===== src/rtl/uart_rx_oversampled.sv =====
// Purpose: 16x-oversampled UART receiver (8N1, or 8E1 when UART_RX_PARITY_EN is defined) with single-entry holding register.
// Latency: start edge to rx_valid = 3 + (154 [+16 parity]) * DIV + 1 clk cycles; divisor picked by baud_sel while idle.
// Backpressure: none on the line; a byte that completes while rx_valid is still high and unacked is dropped and sets overrun.
module uart_rx_oversampled #(
  parameter int unsigned DIV_SEL0 = 107,
  parameter int unsigned DIV_SEL1 = 53,
  parameter int unsigned DIV_SEL2 = 36,
  parameter int unsigned DIV_SEL3 = 27
) (
  input  logic       clk,
  input  logic       reset,
  input  logic [1:0] baud_sel,
  input  logic       rx,
  input  logic       rx_ack,
  output logic [7:0] rx_data,
  output logic       rx_valid,
  output logic       frame_err,
  output logic       parity_err,
  output logic       overrun,
  output logic       busy
);

`ifdef UART_RX_PARITY_EN
  typedef enum logic [2:0] {IDLE, START, DATA, PARITY, STOP} state_t;
`else
  typedef enum logic [2:0] {IDLE, START, DATA, STOP} state_t;
`endif

  state_t      state;
  logic        rx_meta;
  logic        rx_sync;
  logic        rx_prev;
  logic        start_edge;
  logic [15:0] div_q;
  logic [15:0] pcnt;
  logic        tick;
  logic [3:0]  tcnt;
  logic [2:0]  bit_idx;
  logic [7:0]  shreg;
  logic        samp_a;
  logic        samp_b;
  logic        maj;
  logic        decide;
  logic        wrap;
  logic        done;
  logic        stop_bit;
`ifdef UART_RX_PARITY_EN
  logic        perr;
`endif

  // Oversample divisor for a given baud selection.
  function automatic logic [15:0] div_for(input logic [1:0] sel);
    logic [15:0] d;
    case (sel)
      2'b00:   d = 16'(DIV_SEL0);
      2'b01:   d = 16'(DIV_SEL1);
      2'b10:   d = 16'(DIV_SEL2);
      default: d = 16'(DIV_SEL3);
    endcase
    return d;
  endfunction

  // Two-flop synchronizer plus a third flop holding the previous line sample for edge detection.
  always_ff @(posedge clk or negedge reset) begin
    if (!reset) begin
      rx_meta <= 1'b1;
      rx_sync <= 1'b1;
      rx_prev <= 1'b1;
    end else begin
      rx_meta <= rx;
      rx_sync <= rx_meta;
      rx_prev <= rx_sync;
    end
  end

  assign start_edge = rx_prev & ~rx_sync;

  // Oversample tick and bit-position decode; the tick-9 sample is taken live from rx_sync.
  assign tick   = (state != IDLE) && (pcnt == (div_q - 16'd1));
  assign decide = tick && (tcnt == 4'd9);
  assign wrap   = tick && (tcnt == 4'd15);
  assign maj    = (samp_a & samp_b) | (samp_a & rx_sync) | (samp_b & rx_sync);

  // Receive FSM with prescaler, tick counter, majority sampling and data shift register.
  always_ff @(posedge clk or negedge reset) begin
    if (!reset) begin
      state    <= IDLE;
      busy     <= 1'b0;
      div_q    <= 16'(DIV_SEL2);
      pcnt     <= 16'd0;
      tcnt     <= 4'd0;
      bit_idx  <= 3'd0;
      shreg    <= 8'h00;
      samp_a   <= 1'b1;
      samp_b   <= 1'b1;
      done     <= 1'b0;
      stop_bit <= 1'b1;
`ifdef UART_RX_PARITY_EN
      perr     <= 1'b0;
`endif
    end else begin
      done <= 1'b0;

      if (state != IDLE) begin
        if (tick) begin
          pcnt <= 16'd0;
          tcnt <= tcnt + 4'd1;
        end else begin
          pcnt <= pcnt + 16'd1;
        end
      end

      if (tick && (tcnt == 4'd7)) samp_a <= rx_sync;
      if (tick && (tcnt == 4'd8)) samp_b <= rx_sync;

      case (state)
        IDLE: begin
          // Divisor only follows baud_sel between frames.
          div_q <= div_for(baud_sel);
          if (start_edge) begin
            state <= START;
            busy  <= 1'b1;
            pcnt  <= 16'd0;
            tcnt  <= 4'd0;
          end
        end

        START: begin
          if (decide && maj) begin
            // Line back high by mid-bit: glitch, not a start bit.
            state <= IDLE;
            busy  <= 1'b0;
          end else if (wrap) begin
            state   <= DATA;
            bit_idx <= 3'd0;
          end
        end

        DATA: begin
          if (decide) shreg[bit_idx] <= maj;
          if (wrap) begin
            bit_idx <= bit_idx + 3'd1;
            if (bit_idx == 3'd7) begin
`ifdef UART_RX_PARITY_EN
              state <= PARITY;
`else
              state <= STOP;
`endif
            end
          end
        end

`ifdef UART_RX_PARITY_EN
        PARITY: begin
          // Even parity: data bits plus parity bit must XOR to zero.
          if (decide) perr <= (^shreg) ^ maj;
          if (wrap) state <= STOP;
        end
`endif

        STOP: begin
          // Finish at mid-stop so a back-to-back start edge is never missed.
          if (decide) begin
            stop_bit <= maj;
            done     <= 1'b1;
            state    <= IDLE;
            busy     <= 1'b0;
          end
        end

        default: begin
          state <= IDLE;
          busy  <= 1'b0;
        end
      endcase
    end
  end

  // Holding register: ack clears, a completing frame loads unless an unread byte is still held.
  always_ff @(posedge clk or negedge reset) begin
    if (!reset) begin
      rx_data   <= 8'h00;
      rx_valid  <= 1'b0;
      frame_err <= 1'b0;
      overrun   <= 1'b0;
`ifdef UART_RX_PARITY_EN
      parity_err <= 1'b0;
`endif
    end else begin
      if (rx_ack && rx_valid) begin
        rx_valid <= 1'b0;
        overrun  <= 1'b0;
      end
      if (done) begin
        if (!rx_valid || rx_ack) begin
          rx_data   <= shreg;
          frame_err <= ~stop_bit;
          rx_valid  <= 1'b1;
`ifdef UART_RX_PARITY_EN
          parity_err <= perr;
`endif
        end else begin
          overrun <= 1'b1;
        end
      end
    end
  end

`ifndef UART_RX_PARITY_EN
  assign parity_err = 1'b0;
`endif

endmodule

===== config.mk =====
export PLATFORM = sky130hd
export DESIGN_NAME = uart_rx_oversampled
export DESIGN_NICKNAME = d
export VERILOG_FILES = /design/src/rtl/uart_rx_oversampled.sv
export SDC_FILE = /design/constraint.sdc
export NUM_CORES = 1
export LEC_CHECK = 0
export CORE_ASPECT_RATIO = 0.6
export CORE_MARGIN = 2
export CORE_UTILIZATION = 50
export CTS_CLUSTER_DIAMETER = 100
export CTS_CLUSTER_SIZE = 16
export DETAILED_ROUTE_END_ITERATION = 8
export PLACE_DENSITY = 0.71
export SLEW_MARGIN = 20
export SYNTH_ARGS = -nofsm -noshare
export SYNTH_HDL_FRONTEND = slang
export SYNTH_SLANG_ARGS = --single-unit
export TNS_END_PERCENT = 100

===== constraint.sdc =====
create_clock -name clk -period 2.4 [get_ports clk]
set_input_delay 0.48 -clock clk [delete_from_list [all_inputs] [get_ports clk]]
set_output_delay 0.48 -clock clk [all_outputs]
set_load 0.01 [all_outputs]

# Word-level counts from Yosys, hierarchy flattened
# Cells that the tools add are included.
# word_totals
inputBits	6
wordCells	107
register_bits	69
# classes
mux	35
n_eq_ne	19
n_lt_le_gt_ge	2
n_addsub	4
reduce_logical	20
n_bitwise	9
# op_table
op	n
16-bit 2-to-1 mux	4
3-bit 2-to-1 mux	9
7-bit one-hot mux with 3 select lines	1
16-bit by 1-bit adder with 16-bit output (second input constant)	1
16-bit equality test	1
4-bit 2-to-1 mux	4
16-bit by 1-bit subtractor with 16-bit output (second input constant)	1
2-bit != test (second input constant)	7
4-bit equality test (second input constant)	3
1-bit 2-to-1 mux	12
3-bit one-hot mux with 4 select lines	1
8-bit bitwise mux	1
1-bit logical AND	8
4-bit AND reduction	2
3-bit by 2-bit equality test with 1-bit output (second input constant)	2
3-bit one-hot mux with 2 select lines	1
2-bit AND reduction	3
5-bit AND reduction	1
4-bit by 1-bit adder with 4-bit output (second input constant)	1
1-bit bitwise AND	4
4-bit by 3-bit equality test with 1-bit output (second input constant)	1
3-bit by 4-bit less-than comparator with 1-bit output (second input constant)	1
1-bit one-hot mux with 4 select lines	1
3-bit by 1-bit adder with 3-bit output (second input constant)	1
other kinds (15)	18

# Depth between registers and ports, before layout
# Gate-level depths: netlist (run 1).
# depth
word_depth	7
ltp_mapped	12

# Least setup slack after synthesis (run 1)
# Ideal clock, no wire load.
# synth_timing
path_type	register -> register
from	reg div_q[3]
to	reg shreg[7]
setup_ns	0.127
path_stages_with_launch	13
path_slack_ns	-0.155
synth_period_minus_slack_ns	2.555
arrival_time_ns	2.428
path_buffers	1
path_cell_list	dfrtp_1 -> inv_1 -> ha_1 -> nand2_1 -> nor4_1 -> ha_1 -> xor2_1 -> nand4_1 -> nor3_2 -> o2111a_2 -> buf_6 -> nand4_1 -> mux2_1
# synth_via
elab_chain_cells	5
# synth_lines
item	line_no	text
start, declared	34	logic [15:0] div_q;
start signal, assigned	89	div_q <= 16'(DIV_SEL2);
start signal, assigned	119	div_q <= div_for(baud_sel);
16-bit by 1-bit subtractor with 16-bit output	79	assign tick = (state != IDLE) && (pcnt == (div_q - 16'd1));
16-bit equality test	79	
1-bit logical AND	79	
1-bit logical AND	80	assign decide = tick && (tcnt == 4'd9);
2-bit AND reduction (no source line)	-	
end signal, assigned by index	140	if (decide) shreg[bit_idx] <= maj;
end, declared	39	logic [7:0] shreg;
# Every way passes these cells.
# A chain may end at the register's enable or synchronous reset.

# Final worst setup path (run 1)
# layout_timing
from	reg div_q[3]
to	reg shreg[2]
# Same word-level chain as after synthesis.

==> results of run 1 <==
-- metal layers --
layer  wire (um)  GRT usage  up-vias
li1            -          -     1106
met1        3617     0.3353     1141
met2        2925     0.3065       55
met3         386    0.08451        7
met4          75    0.07000        0
met5           0          0        -
-- power by group through the flow --
stage          Combinational (mW)  Clock (mW)  Sequential [mW]
2_1_floorplan               0.498           0             1.20
5_1_grt                     0.870        1.08             1.25
3_3_place_gp                0.669           0             1.23
3_5_place_dp                0.691           0             1.24
6_report                    0.798        1.02             1.23
4_1_cts                     0.757        1.03             1.23
-- cells by family after synthesis --
group	synth area share
AOI/OAI and AO/OA	0.09720
xor gates and xnor gates	0.06263
adders and majority gates	0.05205
buffers and inverters	0.03823
DFF	0.4750
muxes	0.07401
other	0.001219
and+or+nand+nor	0.1997
-- cell usage after synthesis, types with 3 or more instances --
cell / instances / area [sq um]
a211o_1: 3 / 26.28
a21oi_1: 3 / 15.01
and3_1: 4 / 25.02
buf_2: 4 / 20.02
clkbuf_1: 5 / 18.77
dfrtp_1: 50 / 1251
dfstp_2: 8 / 210.2
ha_1: 12 / 150.1
inv_1: 11 / 41.29
mux2_1: 9 / 101.4
mux2_2: 10 / 112.6
nand2_1: 25 / 93.84
nand2b_1: 4 / 25.02
nand3_1: 17 / 85.08
nand4_1: 10 / 62.56
nor2_1: 27 / 101.4
nor2b_1: 5 / 31.28
nor3_1: 7 / 35.03
nor4b_1: 3 / 26.28
o21ai_0: 9 / 45.04
xnor2_1: 14 / 122.6
xor2_1: 8 / 70.07
-- final timing paths --
| path | depth (start not counted) | slack (ns) | endpoint | startpoint |
|---|---|---|---|---|
| max in group asynchronous | 3 | 1.56 | busy | reset |
| hold / removal | 2 | 0.21 | state[1] | reset |
| setup / recovery | 12 | -0.16 | shreg[2] | div_q[3] |
| hold reg to reg | 0 | 0.36 | rx_sync | rx_meta |
| setup reg to reg | 12 | -0.16 | shreg[2] | div_q[3] |
| min in group clk | 0 | 0.36 | rx_sync | rx_meta |
-- final cells by class --
cell class,instances,area [sq um]
Fill cell,461,2107
Timing Repair Buffer,45,421.7
Clock buffer,11,141.4
Multi-Input combinational cell,208,1673
Tap cell,84,105.1
Inverter,11,41.29
Clock inverter,5,77.57
Sequential cell,58,1461
-- through the flow --
step | instances | util
after global routing | 422 | 0.6505
after floorplan | 289 | -
final | 422 | 0.6505
after global placement | 396 | 0.5745
after detailed placement | 396 | 0.5745
after CTS | 418 | 0.6320
-- cell usage in the layout (no fill, tap or decap), types with 5 or more instances in the layout --
cell             instances
buf_4                   24
nand2_1                 23
dfrtp_1                 50
clkdlybuf4s50_1         16
mux2_4                   9
nand3_1                 13
xnor2_1                 14
xor2_1                   8
nor2b_1                  5
nand4_1                 10
mux2_2                  10
nor2_1                  27
clkbuf_8                10
o21ai_0                  9
nor3_1                   5
dfstp_2                  8
inv_1                    9
ha_1                    11
-- critical path, stage by stage (launching register included) --
cell and delay, ns:
dfrtp_1 0.39, inv_2 0.08, ha_4 0.14, nand2_4 0.06, nor4_4 0.14, ha_1 0.29
xor2_1 0.13, nand4_1 0.10, nor3_2 0.17, o2111a_2 0.33, buf_12 0.14, nand4_1 0.14
mux2_4 0.33
-- flip-flops by register name, indices dropped and copies added (netlist names), 2 cells and up --
signal / flops
tcnt: 4
rx_data: 8
pcnt: 16
state: 2
shreg: 8
div_q: 6
bit_idx: 3
-- repair_timing --
action,4_1_cts,5_1_grt
resized for setup,12,14
pin swaps,6,4
hold endpoints to repair,0,0
setup buffers,5,3
gates cloned,1,1
setup endpoints to repair,35,36
==> metrics.md, run 1 <==
| Metric | Value |
|---|---|
| Mean Syn Cell Area | 10.65 sq um |
| P per Cell Area | 777.2 mW/mm^2 |
| Layout cells sized above 1 | 0.2899 |
| Synth Register Bits | 58 |
| Hpwl dp | 4579 um |
| CP endpoint kind | flip-flop |
| Synth cell types | 55 |
| Post-DR wirelength/cell | 16.60 um |
| Sw frac | 0.3138 |
| Worst-margin pin slew | 0.5906 ns |
| Final period util | 1.066 |
| Wire length of the first global-routing pass | 11650 um |
| CTS max path bufs | 2 |
| Number of port buffers | 17 |
| Chip Width | 105.3 um |
| Via-per-instance ratio | 5.472 |
| Crit start category | flip-flop |
| Sw Pwr | 0.9564 mW |
| Core ar. | 0.006028 sq mm |
| Clock group share of total power | 0.334 |
| Layout net count | 351 |
| Violated checks | negative setup slack |
| Final hold vios | 0 |
| Clock transition at path regs | 0.07 ns |
| Slew margin rel. | 0.6062 |
| Max_cap viols | 0 |
| Final Cell Area | 0.003921 sq mm |
| Cell Rows | 22 |
| Slew Limit Fails | 0 |
| Total gr overflow | 0 |
| Fin Hold WS | 0.2089 ns |
| Synthesized area | 0.003077 sq mm |
| Syn Inst Count | 289 |
| Placed inst area | 0.003463 sq mm |
| Main synth FF type | dfrtp_1 |
| Clock Skew | 0.01122 ns |
| WP data required | 2.64 ns |
| Setup Slack @ Placement | -0.1871 ns |
| Number of synthesized flops with an enable pin | 0 |
| Min Tclk post-route | 2.558 ns |
| Leakage | 1.774 nW |
| GRT Resource Usage Total | 0.2274 |
| Total Neg Setup Slack | -3.393 ns |
| Final total power | 3.048 mW |
| CTS Buf Count | 9 |
| Register area share after synthesis | 0.4750 |
| Worst vdd ir | 0.3931 mV |
| Initial Util | 0.5104 |
| Drt drc | 0 |
| Die Span Y | 64.76 um |
| Clock Sinks | 58 |
| Antenna cell count | 0 |
| TritonCTS clock tree | done |
| Yosys warns | 0 |
| Die Footprint | 0.006817 sq mm |
| Initial antenna violation count | 0 |
| IO Pins | 19 |
| Async SR Flop Fraction | 1.000 |
| RSZ-0062 raised after global routing | yes |
| CP Class | reg2reg |
| Vias in the first global route | 2271 |
| Hold WC Path Type | in2async |
| Post-synth net total | 307 |
| Status | finished, violations left |
| Part of the power in combinational logic | 0.262 |
| DR pass1 iterations | 4 |
| Initial DRC Count | 120 |
| Skew-Pair Late Insertion Delay | 0.35 ns |
| Htree depth | 3 |
| Pin count of the biggest net entering global routing | 47 |
| Vias | 2309 |
| Post-CTS Hold Buffers | 0 |
| Area growth syn-to-layout | 27.45% |
| Final Setup Violations | 36 |
| Fmax | 0.3909 GHz |
| Pint | 2.091 mW |
| Worst EP arrival | 2.80 ns |
| Max FO, Critical Path | 6 |
| Root Buffer | clkbuf_8 |
| Final WS setup | -0.1582 ns |
| GP Congestion | 0.8468 |
| Reg power frac | 0.404 |
| Routed Antenna Nets | 0 |
| Total wire length | 7004 um |
No activity file was read; power rests on OpenSTA's default activity.
==> run 2: changes to the inputs <==
- CORE_UTILIZATION: 50 -> 40
- PLACE_DENSITY: 0.71 -> 0.59
- SKIP_CTS_REPAIR_TIMING: not set -> 1
==> metrics.md, run 2 (synthesized netlist as in run 1, its figures left out) <==
| Metric | Value |
|---|---|
| Status | finished, violations left |
| Violated checks | negative setup slack |
| Clock transition at path regs | 0.05 ns |
| Initial Util | 0.4182 |
| Total wire length | 6346 um |
| Post-DR wirelength/cell | 14.69 um |
| Chip Width | 117.2 um |
| TritonCTS clock tree | done |
| Die Span Y | 71.94 um |
| Hpwl dp | 4447 um |
| Largest register FFs | 16 |
| Final WS setup | -0.2295 ns |
| GRT Resource Usage Total | 0.1744 |
| Core ar. | 0.007357 sq mm |
| Setup Slack @ Placement | -0.1819 ns |
| Total gr overflow | 0 |
| Worst vdd ir | 0.3851 mV |
| CP endpoint kind | flip-flop |
| Worst r2r dst | shreg[6] |
| Commonest cells after routing, fill and taps aside | dfrtp_1, nor2_1, nand2_1 |
| Htree depth | 3 |
| Routed Antenna Nets | 0 |
| CTS Buf Count | 9 |
| CP Class | reg2reg |
| Final Setup Violations | 37 |
| Worst setup path startpoint | div_q[3] |
| Area growth syn-to-layout | 25.25% |
| RSZ-0062 raised after global routing | yes |
| Vias in the first global route | 2072 |
| P per Cell Area | 811.6 mW/mm^2 |
| Number of port buffers | 17 |
| Largest registers | pcnt (16), rx_data (8), shreg (8) |
| Clock Sinks | 58 |
| Cell Rows | 24 |
| Max FO, Critical Path | 9 |
| Initial antenna violation count | 0 |
| CP Capture Point | shreg[6] |
| Via-per-instance ratio | 5.106 |
| Final hold vios | 0 |
| DR pass1 iterations | 4 |
| Vias | 2206 |
| R2r setup slk | -0.23 ns |
| Drt drc | 0 |
| Crit start category | flip-flop |
| Slew Limit Fails | 0 |
| Util after Layout | 0.5238 |
| Skew-Pair Late Insertion Delay | 0.33 ns |
| Max_cap viols | 0 |
| Initial DRC Count | 150 |
| Worst Reg-to-Reg Cells | 12 |
| R2R Path Start | div_q[3] |
| Leakage | 1.723 nW |
| Min Tclk post-route | 2.630 ns |
| WP data required | 2.61 ns |
| Pin count of the biggest net entering global routing | 59 |
| Most common cell after layout, fill and taps aside | dfrtp_1 |
| Hold WC Path Type | in2async |
| Layout net count | 341 |
| Layout cells sized above 1 | 0.2378 |
| Final period util | 1.096 |
| Root Buffer | clkbuf_16 |
| Most flops, register | pcnt |
| Fillers | 668 |
| Antenna cell count | 0 |
| CTS max path bufs | 2 |
| Worst EP arrival | 2.84 ns |
| Total Neg Setup Slack | -6.488 ns |
| Wire length of the first global-routing pass | 10820 um |
| Die Footprint | 0.008433 sq mm |
| GP Congestion | 0.8071 |
| Fmax | 0.3803 GHz |
| IO Pins | 19 |
| Clock Skew | 0.005971 ns |
==> run 2: where the power goes <==
group          switching, mW  internal, mW
Combinational          0.364         0.343
Sequential             0.137          1.09
Clock                  0.413         0.778
Total                  0.913          2.21
==> run 2: final cells by class <==
type,instances,area [sq um],share of cell area
Multi-Input combinational cell,207,1579,0.4097
Clock inverter,2,10.01,0.002597
Tap cell,104,130.1,0.03377
Clock buffer,14,274.0,0.07110
Timing Repair Buffer,36,357.8,0.09286
Sequential cell,58,1461,0.3792
Inverter,11,41.29,0.01071
==> run 2: how the worst min path moves through the flow <==
stage / startpoint / endpoint / slack [ns] / cells after the start
6_report: reset / tcnt[0] / 0.15 / 2
5_1_grt: reset / tcnt[1] / 0.18 / 2
4_1_cts: reset / state[0] / 0.16 / 2
3_5_place_dp: rx_meta / rx_sync / 0.35 / 0
3_3_place_gp: rx_meta / rx_sync / 0.35 / 0
2_1_floorplan: reset / bit_idx[0] / 0.18 / 0
==> run 2: per-layer routing <==
layer / routed length, um / global-route usage
met1: 3541 / 0.2834
met3: 319 / 0.06015
met4: 57 / 0.07843
met2: 2428 / 0.1980
met5: 0 / 0
==> run 2: per-stage QoR <==
stage | total power, mW | std cells | area [sq um] | hold WS, ns
2_1_floorplan | 1.702 | 289 | 3104 | 0.1844
3_3_place_gp | 1.910 | 415 | 3493 | 0.3475
3_5_place_dp | 1.919 | 415 | 3493 | 0.3485
4_1_cts | 3.143 | 431 | 3777 | 0.1580
5_1_grt | 3.315 | 432 | 3854 | 0.1757
6_report | 3.128 | 432 | 3854 | 0.1515
==> run 2: worst max-delay path, cell delays in order (launching register included) <==
cell and delay (ns):
dfrtp_1 0.38, inv_2 0.09, ha_4 0.14, nand2_2 0.07
nor4_4 0.14, ha_1 0.28, xor2_1 0.15, nand4_1 0.11
nor3_2 0.29, o2111a_2 0.28, buf_12 0.12, nand4_1 0.14
mux2_2 0.31
==> RTL edit 1, RTL diff (flow settings as in run 2) <==
Build with the macro `UART_RX_PARITY_EN` defined.
--- a/src/rtl/uart_rx_oversampled.sv
+++ b/src/rtl/uart_rx_oversampled.sv
@@ -2,4 +2,6 @@
 // Latency: start edge to rx_valid = 3 + (154 [+16 parity]) * DIV + 1 clk cycles; divisor picked by baud_sel while idle.
 // Backpressure: none on the line; a byte that completes while rx_valid is still high and unacked is dropped and sets overrun.
+`define UART_RX_PARITY_EN
+
 module uart_rx_oversampled #(
   parameter int unsigned DIV_SEL0 = 107,
Function: no difference found for any inputs over 10 cycles, from zero or initial values and one cycle with reset low; that may be too few to reach the edited logic, so the function may still have changed.
==> RTL edit 1 against run 2 <==
- the run still ends with setup timing left
- cell area rose by 13%
- sequential cell count rose by 3
- setup slack got worse by 0.15 ns
- core utilization rose by 2.9 points
- area after synthesis rose by 5.8%
- wire length rose by 17%
Power is not compared: it rests on default switching activity, and its combinational part moved more than twofold at a synthesized area within 25%.
==> RTL edit 1: results (changes against run 2) <==
- Placed cells: 470 (was 415)
- Largest net degree at the start of global routing: 41 (was 59)
- Worst Path Arrival: 3.00 ns (was 2.84 ns)
- Max FO, Critical Path: 4 (was 9)
- DRT Pass-1 Iters: 4 (unchanged)
- First-pass GRT wire length: 12.3 mm (was 10.8 mm)
- Final worst slack: -0.380 ns (was -0.230 ns)
- R2R Path End: shreg[0] (was shreg[6])
- Placement Cell Area: 3840 µm² (was 3490 µm²)
- Status: complete, but fails checks (unchanged)
- Syn Inst Count: 320 (was 289)
- Fin cells: 492 (was 432)
- Post-synthesis sequential area ratio: 0.472 (was 0.475)
- Finish-stage setup viols: 34 (was 37)
- Synth Net Count: 338 (was 307)
- GRT Util Overall: 0.186 (was 0.174)
- Number of global-route vias before repair: 2,425 (was 2,072)
- Drt first-iter violations: 217 (was 150)
- Failing checks: setup timing (unchanged)
- Nets: 397 (was 341)
- Distinct cells, synth: 51 (was 55)
- PortBufs: 18 (was 17)
- Reg2Reg Launch Point: div_q[2] (was div_q[3])
- Fin Setup TNS: -6.54 ns (was -6.49 ns)
- DR vias: 2,512 (was 2,206)
- Hpwl dp: 5.35 mm (was 4.45 mm)
-- RTL edit 1: cell types whose count changed after synthesis, sizes merged, moves of 3 or more --
cell    before  now
dfrtp       50   53
a211o        3    0
clkbuf       5    8
o21ai        9   15
nand4       10    7
and3b        0    3
or3          2    6
xor2         8   16
nand2       25   34
buf          8    2
nor2        27   34
-- RTL edit 1: worst register-to-register path, stage by stage (launching register included) --
cell and delay [ns]:
dfstp_2 0.38, nor4_4 0.31, and2_4 0.20, ha_4 0.19
xor2_1 0.14, nand3_1 0.13, nor3_4 0.19, nand4_4 0.12
or3_4 0.39, nor4b_2 0.28, mux2_1 0.34
-- RTL edit 1: final cells by class --
type | count | area (µm²) | share of cell area
repair buffers | 58 | 537 | 0.123
clock inverters | 5 | 50.0 | 0.0115
clock buffers | 11 | 243 | 0.0557
flip-flops and latches | 61 | 1540 | 0.352
multi-input cells | 240 | 1830 | 0.419
well taps | 108 | 135 | 0.0310
inverters | 9 | 33.8 | 0.00775
-- RTL edit 1: power groups by stage --
stage / Sequential [mW] / Clock (mW) / Combinational, mW
2_1_floorplan: 1.35 / 0 / 0.708
3_3_place_gp: 1.34 / 0 / 1.20
3_5_place_dp: 1.35 / 0 / 1.24
4_1_cts: 1.33 / 1.32 / 1.24
5_1_grt: 1.35 / 1.36 / 1.58
6_report: 1.33 / 1.28 / 1.44
-- RTL edit 1: worst min path at each step --
stage	startpoint	cells after the start	to	slack [ns]
2_1_floorplan	reset	0	bit_idx[0]	0.18
3_3_place_gp	rx_meta	0	rx_sync	0.35
3_5_place_dp	rx_meta	0	rx_sync	0.35
4_1_cts	reset	1	tcnt[2]	0.13
5_1_grt	reset	1	tcnt[2]	0.16
6_report	reset	1	tcnt[2]	0.12
-- RTL edit 1: cell families (layout without fill, tap and decap cells) --
logic type / Yosys count / after routing / synth area share
AOI/OAI and AO/OA: 39 / 39 / 0.0769
xor gates and xnor gates: 31 / 31 / 0.0834
adders and majority gates: 13 / 13 / 0.0492
buffers and inverters: 19 / 83 / 0.0246
DFF: 61 / 61 / 0.472
muxes: 22 / 22 / 0.0757
and+or+nand+nor: 135 / 135 / 0.218
-- RTL edit 1: layer usage --
| layer | vias to the layer above | wire, µm | track usage |
|---|---|---|---|
| li1 | 1237 | - | - |
| met1 | 1205 | 3870 | 0.271 |
| met2 | 59 | 3010 | 0.257 |
| met3 | 11 | 438 | 0.0598 |
| met4 | 0 | 129 | 0.0659 |
| met5 | - | 0 | 0 |
==> RTL edit 2, RTL diff (settings of run 2) <==
Made on the original files. Encoding of `state_t`: now one-hot (4 bits for 4 states).
--- a/src/rtl/uart_rx_oversampled.sv
+++ b/src/rtl/uart_rx_oversampled.sv
@@ -24,5 +24,5 @@
   typedef enum logic [2:0] {IDLE, START, DATA, PARITY, STOP} state_t;
 `else
-  typedef enum logic [2:0] {IDLE, START, DATA, STOP} state_t;
+  typedef enum logic [3:0] {IDLE = 4'b0001, START = 4'b0010, DATA = 4'b0100, STOP = 4'b1000} state_t;
 `endif
 
Check against the original RTL: no difference found for any inputs over 10 cycles, from zero or initial values and one cycle with reset low; not proved beyond that.
==> RTL edit 2 against run 2 <==
- cell area increased by 11%
- via count increased by 10%
- clock skew decreased by 0.0014 ns
- total power increased by 23%
- global-route usage decreased by 0.19 points
- sequential cell count increased by 2
- area after synthesis increased by 3.3%
- wire length increased by 14%
- sequential power increased by 4%
- the flow still finishes with violations (setup timing)
- fmax decreased by 7.2%
- final cell count increased by 8.6%
- clock power increased by 20%
- setup slack got worse by 0.20 ns
==> RTL edit 2: results (changes against run 2) <==
- Fin Setup TNS: -10.71 ns (was -6.49 ns)
- Ratio of cells with drive above 1 in the final layout: 0.302 (was 0.238)
- Final worst slack: -0.434 ns (was -0.230 ns)
- Sw frac: 0.313 (was 0.292)
- Yosys Warn Count: 0 (unchanged)
- Largest net degree at the start of global routing: 37 (was 59)
- Failing checks: setup timing (unchanged)
- Placement Cell Area: 3690 µm² (was 3490 µm²)
- Number of global-route vias before repair: 2,204 (was 2,072)
- GRT Util Overall: 0.173 (was 0.174)
- Max FO, Critical Path: 4 (was 9)
- RePlAce Congestion: 0.849 (was 0.807)
- Largest cells by area after synthesis: dfrtp_1 (40%), dfstp_2 (7.4%), mux2_2 (6.0%) (was dfrtp_1 (41%), dfstp_2 (6.8%), ha_1 (4.9%))
- Status: complete, but fails checks (unchanged)
- Clock Skew: 0.00453 ns (was 0.00597 ns)
- Hpwl dp: 5.10 mm (was 4.45 mm)
- Nets: 374 (was 341)
- Synth Net Count: 324 (was 307)
- Finish-stage setup viols: 40 (was 37)
- Synth cell count leaders: dfrtp_1 (51), nor2_1 (32), nand2_1 (31) (was dfrtp_1 (50), nor2_1 (27), nand2_1 (25))
- Routed len/inst: 15.4 µm (was 14.7 µm)
- First-pass GRT wire length: 11.3 mm (was 10.8 mm)
- DR vias/cell: 5.17 (was 5.11)
- Peak supply drop: 0.000655 V (was 0.000385 V)
- Post-synthesis sequential area ratio: 0.476 (was 0.475)
## RTL edit 2: stage by stage
step                      cells  hold slack [ns]
after floorplan             306            0.184
after global placement      443            0.347
after detailed placement    443            0.349
after CTS                   459            0.186
after global routing        469            0.221
final                       469            0.161
## RTL edit 2: power groups by stage
stage,registers (mW),clock network [mW],logic [mW]
after floorplan,1.29,0,0.639
after global placement,1.27,0,0.999
after detailed placement,1.28,0,1.01
after CTS,1.26,1.47,1.01
after global routing,1.29,1.52,1.26
final,1.28,1.43,1.15
## RTL edit 2: final cells by class
cell class	instances	area [µm²]
Fill cell	679	3520
Multi-Input combinational cell	222	1770
Sequential cell	60	1520
Timing Repair Buffer	49	467
Clock buffer	11	233
Tap cell	108	135
Clock inverter	5	100
Inverter	14	52.6
## RTL edit 2: path summary, 6_finish.rpt
check | start | endpoint
setup / recovery | div_q[3] | shreg[1]
hold / removal | reset | pcnt[6]
setup reg to reg | div_q[3] | shreg[1]
hold reg to reg | rx_meta | rx_sync
max in group asynchronous | reset | stop_bit
min in group clk | rx_meta | rx_sync
## RTL edit 2: layer usage
metal	vias up	track usage	wire length (µm)
li1	1183	-	-
met1	1177	0.265	3910
met2	57	0.222	2790
met3	10	0.0563	432
met4	0	0.0595	79
met5	-	0	0
## RTL edit 2: critical path, stage by stage (launching register included)
cell and delay, ns:
dfrtp_2 0.40, inv_2 0.08, ha_4 0.13, nor2b_4 0.13
nor4b_4 0.19, ha_1 0.27, xor2_1 0.15, nand3_1 0.12
nor4_4 0.27, buf_4 0.19, nand4_4 0.12, nor4_2 0.30
mux2_2 0.36
## RTL edit 2: kinds of logic (layout without fill, tap and decap cells)
group,after synthesis,count (layout),share of synthesized area
AND/OR/NAND/NOR,130,131,0.233
flip-flops,60,60,0.476
AO/OA/AOI/OAI,34,34,0.0709
buffers and inverters,25,79,0.0350
XOR/XNOR,23,23,0.0634
multiplexers,20,20,0.0705
adder cells (fa/ha/maj),13,13,0.0504
other,1,1,0.00118
